[src/rtl/contador_modn_pkg.sv]
// Shared constants and types for the contador_modn counter.
//   DEF_BITS / DEF_PRESC_BITS : default counter and prescaler widths
//   DIR_UP / DIR_DOWN         : encodings of the Up input
//   op_t                      : per-edge operation, in priority order
// Optional feature macro: CONTADOR_PRESCALER_EN (enables the prescaler_n stage).
package contador_modn_pkg;

    localparam int DEF_BITS       = 29;
    localparam int DEF_PRESC_BITS = 8;

    localparam logic DIR_UP   = 1'b1;
    localparam logic DIR_DOWN = 1'b0;

    typedef enum logic [1:0] {
        OP_HOLD  = 2'd0,
        OP_STEP  = 2'd1,
        OP_LOAD  = 2'd2,
        OP_CLEAR = 2'd3
    } op_t;

    // Clear > Load > step > hold
    function automatic op_t decode_op(input logic clear, input logic load, input logic step);
        if (clear)     return OP_CLEAR;
        else if (load) return OP_LOAD;
        else if (step) return OP_STEP;
        else           return OP_HOLD;
    endfunction

endpackage

[src/rtl/prescaler_n.sv]
// Enabled-edge prescaler for contador_modn (built only with CONTADOR_PRESCALER_EN).
// Ports:
//   NEclk  in  clock, falling edge active
//   Nreset in  asynchronous active-low reset
//   Enable in  advance the phase counter; 0 freezes it and suppresses tick
//   Clear  in  synchronous return of the phase to 0 (counter Clear or Load)
//   Div    in  divide ratio: tick every Div+1 enabled edges
//   tick   out combinational: this enabled edge completes a prescaler period
module prescaler_n #(
    parameter int PRESC_BITS = 8
) (
    input  logic                  NEclk,
    input  logic                  Nreset,
    input  logic                  Enable,
    input  logic                  Clear,
    input  logic [PRESC_BITS-1:0] Div,
    output logic                  tick
);

    logic [PRESC_BITS-1:0] phase;

    // >= rather than == so that lowering Div below the current phase wraps
    // immediately instead of running the phase all the way round.
    assign tick = Enable && (phase >= Div);

    always_ff @(negedge NEclk or negedge Nreset) begin
        if (!Nreset) begin
            phase <= '0;
        end else if (Clear) begin
            phase <= '0;
        end else if (Enable) begin
            phase <= tick ? '0 : phase + 1'b1;
        end
    end

endmodule

[src/rtl/contador_modn.sv]
// Modulo-N up/down counter with synchronous clear/load, terminal-count pulse
// and sticky wrap flag. All state changes on the falling edge of NEclk.
// Ports:
//   NEclk     in   clock, falling edge active
//   Nreset    in   asynchronous active-low reset
//   Enable    in   count enable (0 freezes count and prescaler)
//   Up        in   direction, DIR_UP=1 / DIR_DOWN=0
//   Clear     in   synchronous clear (highest priority)
//   Load      in   synchronous load of LoadValue, clamped to MAX_COUNT
//   LoadValue in   value for Load
//   PrescDiv  in   prescaler ratio (only used with CONTADOR_PRESCALER_EN)
//   count     out  registered count, 0..MAX_COUNT
//   tc        out  one-edge pulse on a wrap
//   wrapped   out  sticky wrap flag, cleared by Clear/Nreset
// Optional feature macro: CONTADOR_PRESCALER_EN. Undefined, every enabled
// edge steps (equivalent to PrescDiv=0).
module contador_modn
    import contador_modn_pkg::*;
#(
    parameter int          BITS       = DEF_BITS,
    parameter int unsigned MAX_COUNT  = (2**BITS)-1,
    parameter int          PRESC_BITS = DEF_PRESC_BITS
) (
    input  logic                  NEclk,
    input  logic                  Nreset,
    input  logic                  Enable,
    input  logic                  Up,
    input  logic                  Clear,
    input  logic                  Load,
    input  logic [BITS-1:0]       LoadValue,
    input  logic [PRESC_BITS-1:0] PrescDiv,
    output logic [BITS-1:0]       count,
    output logic                  tc,
    output logic                  wrapped
);

    generate
        if (longint'(MAX_COUNT) > (longint'(1) << BITS) - 1) begin : g_bad_max
            $error("contador_modn: MAX_COUNT does not fit in BITS");
        end
    endgenerate

    localparam logic [BITS-1:0] MAX_V = BITS'(MAX_COUNT);

    logic tick;

`ifdef CONTADOR_PRESCALER_EN
    // Load also restarts the prescaler phase.
    prescaler_n #(.PRESC_BITS(PRESC_BITS)) u_presc (
        .NEclk  (NEclk),
        .Nreset (Nreset),
        .Enable (Enable),
        .Clear  (Clear | Load),
        .Div    (PrescDiv),
        .tick   (tick)
    );
`else
    logic unused_presc;
    assign unused_presc = ^PrescDiv;
    assign tick         = 1'b1;
`endif

    op_t             op;
    logic [BITS-1:0] load_clamped;

    assign op           = decode_op(Clear, Load, Enable && tick);
    assign load_clamped = (LoadValue > MAX_V) ? MAX_V : LoadValue;

    always_ff @(negedge NEclk or negedge Nreset) begin
        if (!Nreset) begin
            count   <= '0;
            tc      <= 1'b0;
            wrapped <= 1'b0;
        end else begin
            tc <= 1'b0;
            case (op)
                OP_CLEAR: begin
                    count   <= '0;
                    wrapped <= 1'b0;
                end
                OP_LOAD: count <= load_clamped;
                OP_STEP: begin
                    if (Up == DIR_UP) begin
                        if (count >= MAX_V) begin
                            count   <= '0;
                            tc      <= 1'b1;
                            wrapped <= 1'b1;
                        end else begin
                            count <= count + 1'b1;
                        end
                    end else begin
                        if (count == '0) begin
                            count   <= MAX_V;
                            tc      <= 1'b1;
                            wrapped <= 1'b1;
                        end else begin
                            count <= count - 1'b1;
                        end
                    end
                end
                default: ;
            endcase
        end
    end

endmodule
[config.mk]
export PLATFORM = sky130hd
export DESIGN_NAME = contador_modn
export DESIGN_NICKNAME = d
export VERILOG_FILES = /design/src/rtl/contador_modn_pkg.sv /design/src/rtl/prescaler_n.sv /design/src/rtl/contador_modn.sv
export SDC_FILE = /design/constraint.sdc
export NUM_CORES = 1
export LEC_CHECK = 0
export BUFFER_PORTS_ARGS = -buffer_cell sky130_fd_sc_hd__buf_2
export CORE_ASPECT_RATIO = 0.75
export CORE_UTILIZATION = 45
export DETAILED_ROUTE_END_ITERATION = 8
export PLACE_DENSITY = 0.71
export SYNTH_ARGS = -nofsm -noshare
export SYNTH_HDL_FRONTEND = slang
export SYNTH_SLANG_ARGS = --single-unit
export TNS_END_PERCENT = 10
[constraint.sdc]
create_clock -name NEclk -period 2.5 [get_ports NEclk]
set_input_delay 0.25 -clock NEclk [delete_from_list [all_inputs] [get_ports NEclk]]
set_output_delay 0.25 -clock NEclk [all_outputs]
set_load 0.005 [all_outputs]
# After elaboration in Yosys (flattened, before gate mapping)

Cells that the tools add are included.

Flip-flop bits (word level): 31
Input bits: 43
Output and inout port bits: 31
Logic and storage cells: 32

$add $sub $neg: 2
Order comparisons: 2
Equality and inequality tests: 5
Multiplexer cells: 16
Reduce and logical (&&, ||, !) cells: 4

Operator list:

| operator                | count |
|---|---|
| $mux W29                | 4 |
| $pmux W29 S3            | 1 |
| $add A29 B1 Y29 const B | 1 |
| $ge A29 B29 Y1 const B  | 1 |
| $gt A29 B29 Y1 const B  | 1 |
| $logic_not A29 Y1       | 1 |
| $sub A29 B1 Y29 const B | 1 |
| $mux W1                 | 8 |
| $ne A3 B3 Y1 const B    | 2 |
| $eq A2 B2 Y1 const B    | 2 |
| $mux W2                 | 2 |
| $reduce_and A3 Y1       | 1 |
| $reduce_bool A3 Y1      | 1 |
| $eq A2 B1 Y1 const B    | 1 |
| $pmux W1 S2             | 1 |
| $reduce_bool A2 Y1      | 1 |

# Logic depth before layout (Yosys ltp)

Gate-level depths: netlist (run 1).

Depth in word-level cells: 6
Depth in mapped cells: 10
Gate-level depth less buffers: 9

==> qor.csv, run 1 <==
metric,value,unit
row cnt,25,
Layout Area Growth over Synthesis,30.9,%
number of synthesized flops with an enable pin,0,
violated checks,negative setup slack,
GP Congestion,0.948,
Post-Syn Nets,405,
number of buffers added on ports,65,
crit path launch,Load,
first-pass GRT wire length,16100,µm
diode count,0,
Post-Syn Instances,355,
Clock Skews,0.00492,ns
Skew-Pair Late Insertion Delay,0.30,ns
setup ws final,-0.245,ns
Worst path slowest cell,a221o_2,
fin cells,523,
r2r endpoint,count[23],
Die ar.,7140,µm²
Final nets,491,
ys async rst share,1.00,
average cell area after synthesis,8.62,µm²
Max rail drop VDD,0.204,mV
Slew @ Worst Pin,0.658,ns
Via Count,3260,
Slew Limit Headroom,0.558,
# DRC,0,
Leakage,0.00176,µW
"Cell Area, Synth",3060,µm²
max-slew violations,0,
library cells used by synthesis,62,
CP peak stage delay,0.31,ns
most frequent cell after synthesis,dfrtn_1,
global route overflow,0,
cts hold-fix bufs,0,
Final Util,0.622,
ys flop type,dfrtn_1,
P per Cell Area,470,nW/µm²
CTS Root Cell,clkbuf_8,
CP top delay family,compound AO/OA/AOI/OAI gates,
maxcap violations,0,
vias in the first global route,3126,
hold crit path type,reg -> reg,
largest net degree at the start of global routing,31,
CTS Buf Count,5,
Critical Path RT,1.39,ns
antenna-violating nets left,0,
CP max FO,6,
CP endpoint kind,register,
DP Cell Count,513,
CP cell instances,"buf_6, or2_4, ha_4, nor2_4, and2_4, o21ai_4, a221oi_2, a221o_2",
crit path buf inv count,1,
"Seq/Total Area, Yosys",0.253,
chip width,97.2,µm
CTS sink cnt,31,
fraction of layout cells with a size suffix above 1,0.407,
Total Routing Usage GR,0.287,
hpwl dp,6890,µm
Initial Util,0.475,
WL/cell,18.8,µm
First DRT Iteration DRCs,265,
crit path to,count[23],
CTS H-Tree Depth,2,
Routed WL,9820,µm
leading area contributor after synthesis,dfrtn_1,
Longest Clk Path Bufs,2,
Yosys top cell area share,0.253,
routed vias/inst,6.23,
Worst Setup Path Type,in -> reg,
crit path launch type,input pin,
"top cells by count, synth","dfrtn_1 (31), nand2_1 (25), xnor2_1 (23), o21ai_0 (22), xor2_1 (20)",
status,"complete, but fails checks",
fill count,574,
TritonCTS clock tree,built,
Clock Pin Slew Worst Setup and Hold Paths,0.05,ns
Seq cells post-synth,31,
initial antenna violation count,0,
R2R setup slack,0.14,ns
Synth area leaders,"dfrtn_1 (25%), xnor2_1 (6.6%), xor2_1 (5.7%), a221o_1 (3.9%), o21ai_0 (3.6%)",
reg2reg start,count[9],
logic depth of the worst setup path including buffers,8,
CP Data Arrival Time,1.63,ns
Ports,74,
Core Area,6440,µm²
# setup viols final,41,
"Warnings, synthesis",0,
Detailed Routing Iterations Pass 1,5,
Chip Height,73.4,µm
unrepaired setup endpoints after global routing,true,
R2R cell count,7,
setup bufs post-CTS,0,
Final Hold Fails,0,
layer usage:
| layer | up-vias | part of all wire | global-route usage |
|---|---|---|---|
| met5 | - | 0 | 0 |
| met4 | 0 | 0.011 | 0.0670 |
| met3 | 16 | 0.077 | 0.0647 |
| met2 | 162 | 0.45 | 0.461 |
| met1 | 1569 | 0.46 | 0.398 |
| li1 | 1513 | - | - |
stage by stage:
step | worst slack (ns) | TNS [ns] | hold slack [ns] | total power [µW] | cell area [µm²]
final | -0.245 | -4.91 | 0.483 | 1880 | 4010
after global routing | -0.268 | -6.75 | 0.511 | 1990 | 4010
after CTS | -0.254 | -5.53 | 0.487 | 1860 | 3920
after detailed placement | -0.744 | -19.12 | 0.482 | 1360 | 3670
after global placement | -0.673 | -17.71 | 0.476 | 1340 | 3670
after floorplan | -0.530 | -13.07 | 0.480 | 1080 | 3130
power by group:
| part | switching (µW) | internal [µW] |
|---|---|---|
| logic | 434 | 385 |
| registers | 64.0 | 538 |
| clock network | 210 | 252 |
| total | 708 | 1170 |
how the worst min path moves through the flow:
stage | slack (ns) | end | startpoint | cells past startpoint
final | 0.48 | wrapped | wrapped | 1
after detailed placement | 0.48 | wrapped | wrapped | 1
after global placement | 0.48 | wrapped | wrapped | 1
after floorplan | 0.48 | wrapped | wrapped | 1
after global routing | 0.51 | wrapped | wrapped | 1
after CTS | 0.49 | wrapped | wrapped | 1
logic make-up (layout without fill, tap and decap cells):
group	Yosys count	count (layout)	synth area share
DFF	31	31	0.253
adders and majority gates	7	7	0.0286
xor gates and xnor gates	43	43	0.123
AOI/OAI and AO/OA	101	103	0.257
buffers and inverters	49	134	0.104
and+or+nand+nor	124	124	0.234
final cells by class:
class                           count  area, µm²  share of cell area
Clock buffer                        8        100              0.0250
Inverter                            9       33.8             0.00843
Multi-Input combinational cell    277       2170               0.541
Sequential cell                    31        776               0.194
Tap cell                           81        101              0.0253
Timing Repair Buffer              117        827               0.206
layout by cell type (no fill, tap or decap), drive strengths merged, types with 4 or more instances in the layout:
master	n
buf	117
dfrtn	31
nand2	25
o21ai	25
xnor2	23
xor2	20
nand3	19
nand4	15
nor2	15
a221o	13
a22oi	13
nor3	12
nor4	11
a221oi	10
inv	9
clkbuf	8
ha	7
and2	6
a21oi	5
a31oi	5
and3	5
a211oi	5
and4	4
a21o	4
a22o	4
o211ai	4
or4	4
state kept, by name (all words and copies together), names as in the netlist:
register and count:
count 29, tc 1, wrapped 1
worst reg2reg max path: stages, from the launching register on:
cell and delay (ns):
dfrtn_1 0.60, nand4_1 0.23, nor3_2 0.35, buf_4 0.27, nand4_1 0.17, xor2_1 0.20
a221oi_2 0.08, a221o_2 0.31
repair_timing:
action | CTS | global route
gates cloned | 2 | 0
gates resized for setup | 36 | 19
pin swaps | 8 | 5
endpoints found under the setup margin | 48 | 52
(Power assumes the default switching activity.)
==> run 2, diff against run 1 <==
--- a/config.mk
+++ b/config.mk
@@ -6,7 +6,7 @@
 export NUM_CORES = 1
 export LEC_CHECK = 0
 export BUFFER_PORTS_ARGS = -buffer_cell sky130_fd_sc_hd__buf_2
-export CORE_ASPECT_RATIO = 0.75
+export CORE_ASPECT_RATIO = 0.6
 export CORE_UTILIZATION = 45
 export DETAILED_ROUTE_END_ITERATION = 8
 export PLACE_DENSITY = 0.71
==> qor.csv, run 2 (same netlist as run 1, synthesis figures left out) <==
metric,value,unit,change
Chip Height,65.9,µm,-10%
fin cells,535,,+2.3%
unrepaired setup endpoints after global routing,true,,
hold crit path type,reg -> reg,,
cts hold-fix bufs,0,,unchanged
max-slew violations,0,,unchanged
CTS Buf Count,5,,unchanged
diode count,0,,unchanged
CP max FO,6,,unchanged
largest net degree at the start of global routing,31,,unchanged
TNS Setup,-5.84,ns,-0.929 ns
vias in the first global route,2920,,-6.6%
Initial Util,0.483,,+0.00845
Longest Clk Path Bufs,2,,unchanged
crit path buf inv count,1,,unchanged
CP Data Arrival Time,1.65,ns,+0.02 ns
CP endpoint kind,register,,
Total Routing Usage GR,0.286,,-0.00161
initial antenna violation count,0,,unchanged
routed vias/inst,6.22,,-0.26%
Layout Area Growth over Synthesis,31.7,%,
antenna-violating nets left,0,,unchanged
DP Cell Count,518,,+0.97%
Worst path slowest cell,a221o_2,,
most frequent cells in the layout,"buf_2 (60), buf_4 (54), dfrtn_1 (31)",,
status,"complete, but fails checks",,
Slew Limit Headroom,0.598,,+0.0402
"most common cell after layout, fill and taps aside",buf_2,,
CTS H-Tree Depth,2,,unchanged
Clock Pin Slew Worst Setup and Hold Paths,0.04,ns,about the same
# setup viols final,46,,+12%
register with the most flip-flops,count,,
CTS Root Cell,clkbuf_16,,
violated checks,negative setup slack,,
hold_sp,wrapped,,
Final nets,500,,+1.8%
Clock Skews,0.00407,ns,-0.000846 ns
CP cell instances,"buf_6, or2_4, ha_4, nor2_4, and2_4, o21ai_4, a221oi_2, a221o_2",,
WL/cell,18.7,µm,-0.50%
reg2reg start,count[0],,
CP peak stage delay,0.31,ns,about the same
Routed WL,10000,µm,+1.8%
setup ws final,-0.254,ns,-0.00894 ns
global route overflow,0,,unchanged
fill count,574,,unchanged
Ports,74,,unchanged
P per Cell Area,500,nW/µm²,+6.5%
WHS,0.471,ns,-0.0122 ns
dpl ws,-0.745,ns,-0.000958 ns
Leakage,0.00181,µW,+2.6%
Slew @ Worst Pin,0.598,ns,-0.0597 ns
Largest register FFs,29,,unchanged
Final Hold Fails,0,,unchanged
Critical Path RT,1.39,ns,about the same
chip width,108,µm,+12%
number of buffers added on ports,65,,unchanged
Via Count,3326,,+2.0%
# DRC,0,,unchanged
GP Congestion,0.937,,-1.2%
Die ar.,7150,µm²,+0.10%
fraction of layout cells with a size suffix above 1,0.397,,-0.0103
crit path launch,Load,,
maxcap violations,0,,unchanged
Skew-Pair Late Insertion Delay,0.31,ns,about the same
Worst Setup Path Type,in -> reg,,
first-pass GRT wire length,15500,µm,-3.7%
CP top delay family,compound AO/OA/AOI/OAI gates,,
Max rail drop VDD,0.236,mV,+16%
CTS sink cnt,31,,unchanged
Core Area,6330,µm²,-1.7%
First DRT Iteration DRCs,294,,+11%
total power,2020,µW,+7.2%
Detailed Routing Iterations Pass 1,6,,+1
crit path launch type,input pin,,
row cnt,22,,-12%
biggest regs,"count x29, tc x1, wrapped x1",,
hpwl dp,6980,µm,+1.3%
TritonCTS clock tree,built,,
[run 2: per-stage QoR]
step	area [µm²]	utilization
2_1_floorplan	3130	-
3_3_place_gp	3690	0.583
3_5_place_dp	3690	0.583
4_1_cts	3960	0.625
5_1_grt	4030	0.637
6_report	4030	0.637
[run 2: worst register-to-register path, cell delays in order, from the launching register on]
cell,delay [ns]
dfrtn_1,0.43
inv_1,0.15
ha_1,0.19
nor3b_1,0.32
buf_4,0.22
nand2_1,0.14
or3_1,0.36
xor2_1,0.18
a221oi_2,0.08
a221o_1,0.28
[run 2: path summary, 6_finish.rpt]
kind	slack [ns]	cells past startpoint	end
setup / recovery	-0.25	8	count[23]
hold / removal	0.47	1	wrapped
setup reg to reg	0	9	count[10]
hold reg to reg	0.47	1	wrapped
max in group asynchronous	1.03	2	count[21]
min in group asynchronous	1.01	1	count[5]
[run 2: routing by layer]
layer	track usage	part of all wire	up-vias
met1	0.427	0.47	1587
met4	0.0608	0.014	0
met5	0	0	-
li1	-	-	1532
met2	0.429	0.42	189
met3	0.0443	0.095	18
[run 2: power by group]
part	switching (µW)	leakage (µW)	internal, µW	total, µW
clock network	229	0.0000679	368	597
registers	66.3	0.000423	539	605
logic	434	0.00132	382	816
[run 2: cell type report]
class                      instances  area [µm²]  share of cell area
multi-input combinational        278        2130               0.528
timing repair buffer             125         847               0.210
sequential                        31         776               0.192
clock buffer                       7         133              0.0329
tap                               84         105              0.0261
inverter                           9        36.3             0.00900
clock inverter                     1        5.00             0.00124
[run 2: what timing repair did]
action / in CTS / in global routing
pin swaps: 5 / 1
endpoints found under the setup margin: 46 / 50
cloned: 3 / 0
hold endpoints to repair: 0 / 0
gates resized for setup: 32 / 6
buffers inserted: 1 / 5
==> run 3, diff against run 2 <==
--- a/config.mk
+++ b/config.mk
@@ -6,10 +6,12 @@
 export NUM_CORES = 1
 export LEC_CHECK = 0
 export BUFFER_PORTS_ARGS = -buffer_cell sky130_fd_sc_hd__buf_2
+export CELL_PAD_IN_SITES_DETAIL_PLACEMENT = 1
+export CELL_PAD_IN_SITES_GLOBAL_PLACEMENT = 2
 export CORE_ASPECT_RATIO = 0.6
-export CORE_UTILIZATION = 45
+export CORE_UTILIZATION = 32
 export DETAILED_ROUTE_END_ITERATION = 8
-export PLACE_DENSITY = 0.71
+export PLACE_DENSITY = 0.83
 export SYNTH_ARGS = -nofsm -noshare
 export SYNTH_HDL_FRONTEND = slang
 export SYNTH_SLANG_ARGS = --single-unit
==> qor.csv, run 3 (same netlist as run 1, synthesis figures left out) <==
metric,value,unit,change
maxcap violations,0,,unchanged
# setup viols final,42,,-8.7%
combinational share of power,0.417,,+0.013
violated checks,negative setup slack,,
initial antenna violation count,0,,unchanged
first-pass GRT wire length,19000,µm,+22%
GP Congestion,0.895,,-4.5%
# DRC,0,,unchanged
WL/cell,20.2,µm,+7.9%
Layout Area Growth over Synthesis,36.9,%,
CTS H-Tree Depth,2,,unchanged
unrepaired setup endpoints after global routing,true,,
Detailed Routing Iterations Pass 1,4,,-2
Chip Height,77.8,µm,+18%
Skew-Pair Late Insertion Delay,0.31,ns,about the same
row cnt,27,,+23%
register with the most flip-flops,count,,
P per Cell Area,497,nW/µm²,-0.69%
status,"complete, but fails checks",,
DP Area,3810,µm²,+3.3%
CTS Root Cell,clkbuf_16,,
max-slew violations,0,,unchanged
TritonCTS clock tree,built,,
CP max FO,6,,unchanged
fin cells,584,,+9.2%
DP Cell Count,571,,+10%
dpl ws,-0.782,ns,-0.0361 ns
fill count,1108,,+93%
setup ws final,-0.239,ns,+0.0156 ns
vias in the first global route,3359,,+15%
hold crit path type,reg -> reg,,
CP endpoint kind,register,,
Via Count,3247,,-2.4%
Largest register FFs,29,,unchanged
CP Data Arrival Time,1.63,ns,-0.02 ns
largest net degree at the start of global routing,31,,unchanged
Pint,1300,µW,+0.92%
First DRT Iteration DRCs,183,,-38%
global route overflow,0,,unchanged
number of buffers added on ports,65,,unchanged
Max rail drop VDD,0.249,mV,+5.5%
Slew @ Worst Pin,0.508,ns,-0.0902 ns
Routed WL,11800,µm,+18%
biggest regs,"count x29, tc x1, wrapped x1",,
Die ar.,9970,µm²,+40%
Longest Clk Path Bufs,2,,unchanged
Initial Util,0.332,,-0.152
Ports,74,,unchanged
Final Hold Fails,0,,unchanged
routed vias/inst,5.56,,-11%
Clock Power Share,0.295,,about the same
Critical Path RT,1.39,ns,about the same
CTS sink cnt,31,,unchanged
Total Routing Usage GR,0.251,,-0.0352
crit path launch type,input pin,,
WHS,0.503,ns,+0.0324 ns
"most common cell after layout, fill and taps aside",buf_2,,
Worst Setup Path Type,in -> reg,,
sequential share of power,0.288,,-0.012
Clock Pin Slew Worst Setup and Hold Paths,0.04,ns,about the same
diode count,0,,unchanged
CTS Buf Count,5,,unchanged
Final Util,0.454,,-0.182
Core Area,9220,µm²,+46%
most frequent cells in the layout,"buf_2 (61), buf_4 (56), dfrtn_1 (31)",,
Slew Limit Headroom,0.658,,+0.0607
Leakage,0.00185,µW,+2.2%
fraction of layout cells with a size suffix above 1,0.430,,+0.0326
chip width,128,µm,+18%
fin area,4190,µm²,+3.9%
Clock Skews,0.00197,ns,-0.00210 ns
Final nets,503,,+0.60%
Sw Share,0.376,,+0.0143
antenna-violating nets left,0,,unchanged
P_sw,782,µW,+7.3%
hpwl dp,8500,µm,+22%
-- run 3: power by group through the flow --
| stage | combinational (µW) | sequential [µW] | clock (µW) |
|---|---|---|---|
| 2_1_floorplan | 508 | 577 | 0 |
| 3_3_place_gp | 772 | 602 | 0 |
| 3_5_place_dp | 795 | 606 | 0 |
| 4_1_cts | 846 | 600 | 629 |
| 5_1_grt | 941 | 608 | 642 |
| 6_report | 867 | 600 | 615 |
-- run 3: final timing paths --
kind,start,end,slack (ns),depth (start not counted)
worst max-delay path,Load,count[11],-0.24,8
worst min-delay path,wrapped,wrapped,0.50,1
worst max register to register,count[22],count[27],0.04,8
worst min register to register,wrapped,wrapped,0.50,1
max in group asynchronous,Nreset,count[24],1.02,2
min in group asynchronous,Nreset,count[7],1.01,1
-- run 3: final cells by class --
class	count	area (µm²)	share of cell area
Sequential cell	31	776	0.185
Clock inverter	1	5.00	0.00119
Inverter	9	33.8	0.00806
Timing Repair Buffer	129	896	0.214
Clock buffer	7	133	0.0317
Multi-Input combinational cell	277	2180	0.521
Tap cell	130	163	0.0388
-- run 3: timing repair --
item                                    4_1_cts  5_1_grt
endpoints found under the setup margin       42       44
hold buffers                                  0        0
pin swaps                                    10        4
cloned                                        2        0
gates resized for setup                      38       11
buffers inserted                              2        1
-- run 3: metrics by stage --
stage | setup TNS [ns] | power, µW
final | -5.31 | 2080
after global routing | -6.91 | 2190
after CTS | -5.74 | 2070
after detailed placement | -19.53 | 1400
after global placement | -18.18 | 1370
after floorplan | -13.07 | 1080
-- run 3: worst max-delay path: stages --
cell	delay, ns
buf_6	0.09
or2_4	0.26
ha_4	0.28
nor2_4	0.04
and2_4	0.18
o21ai_4	0.17
a221oi_2	0.06
a221o_1	0.30
-- run 3: per-layer routing --
metal	vias to the layer above	share of wire	track usage
met4	0	0.0095	0.0635
met3	10	0.058	0.0414
li1	1539	-	-
met1	1618	0.49	0.357
met2	80	0.45	0.391
met5	-	0	0
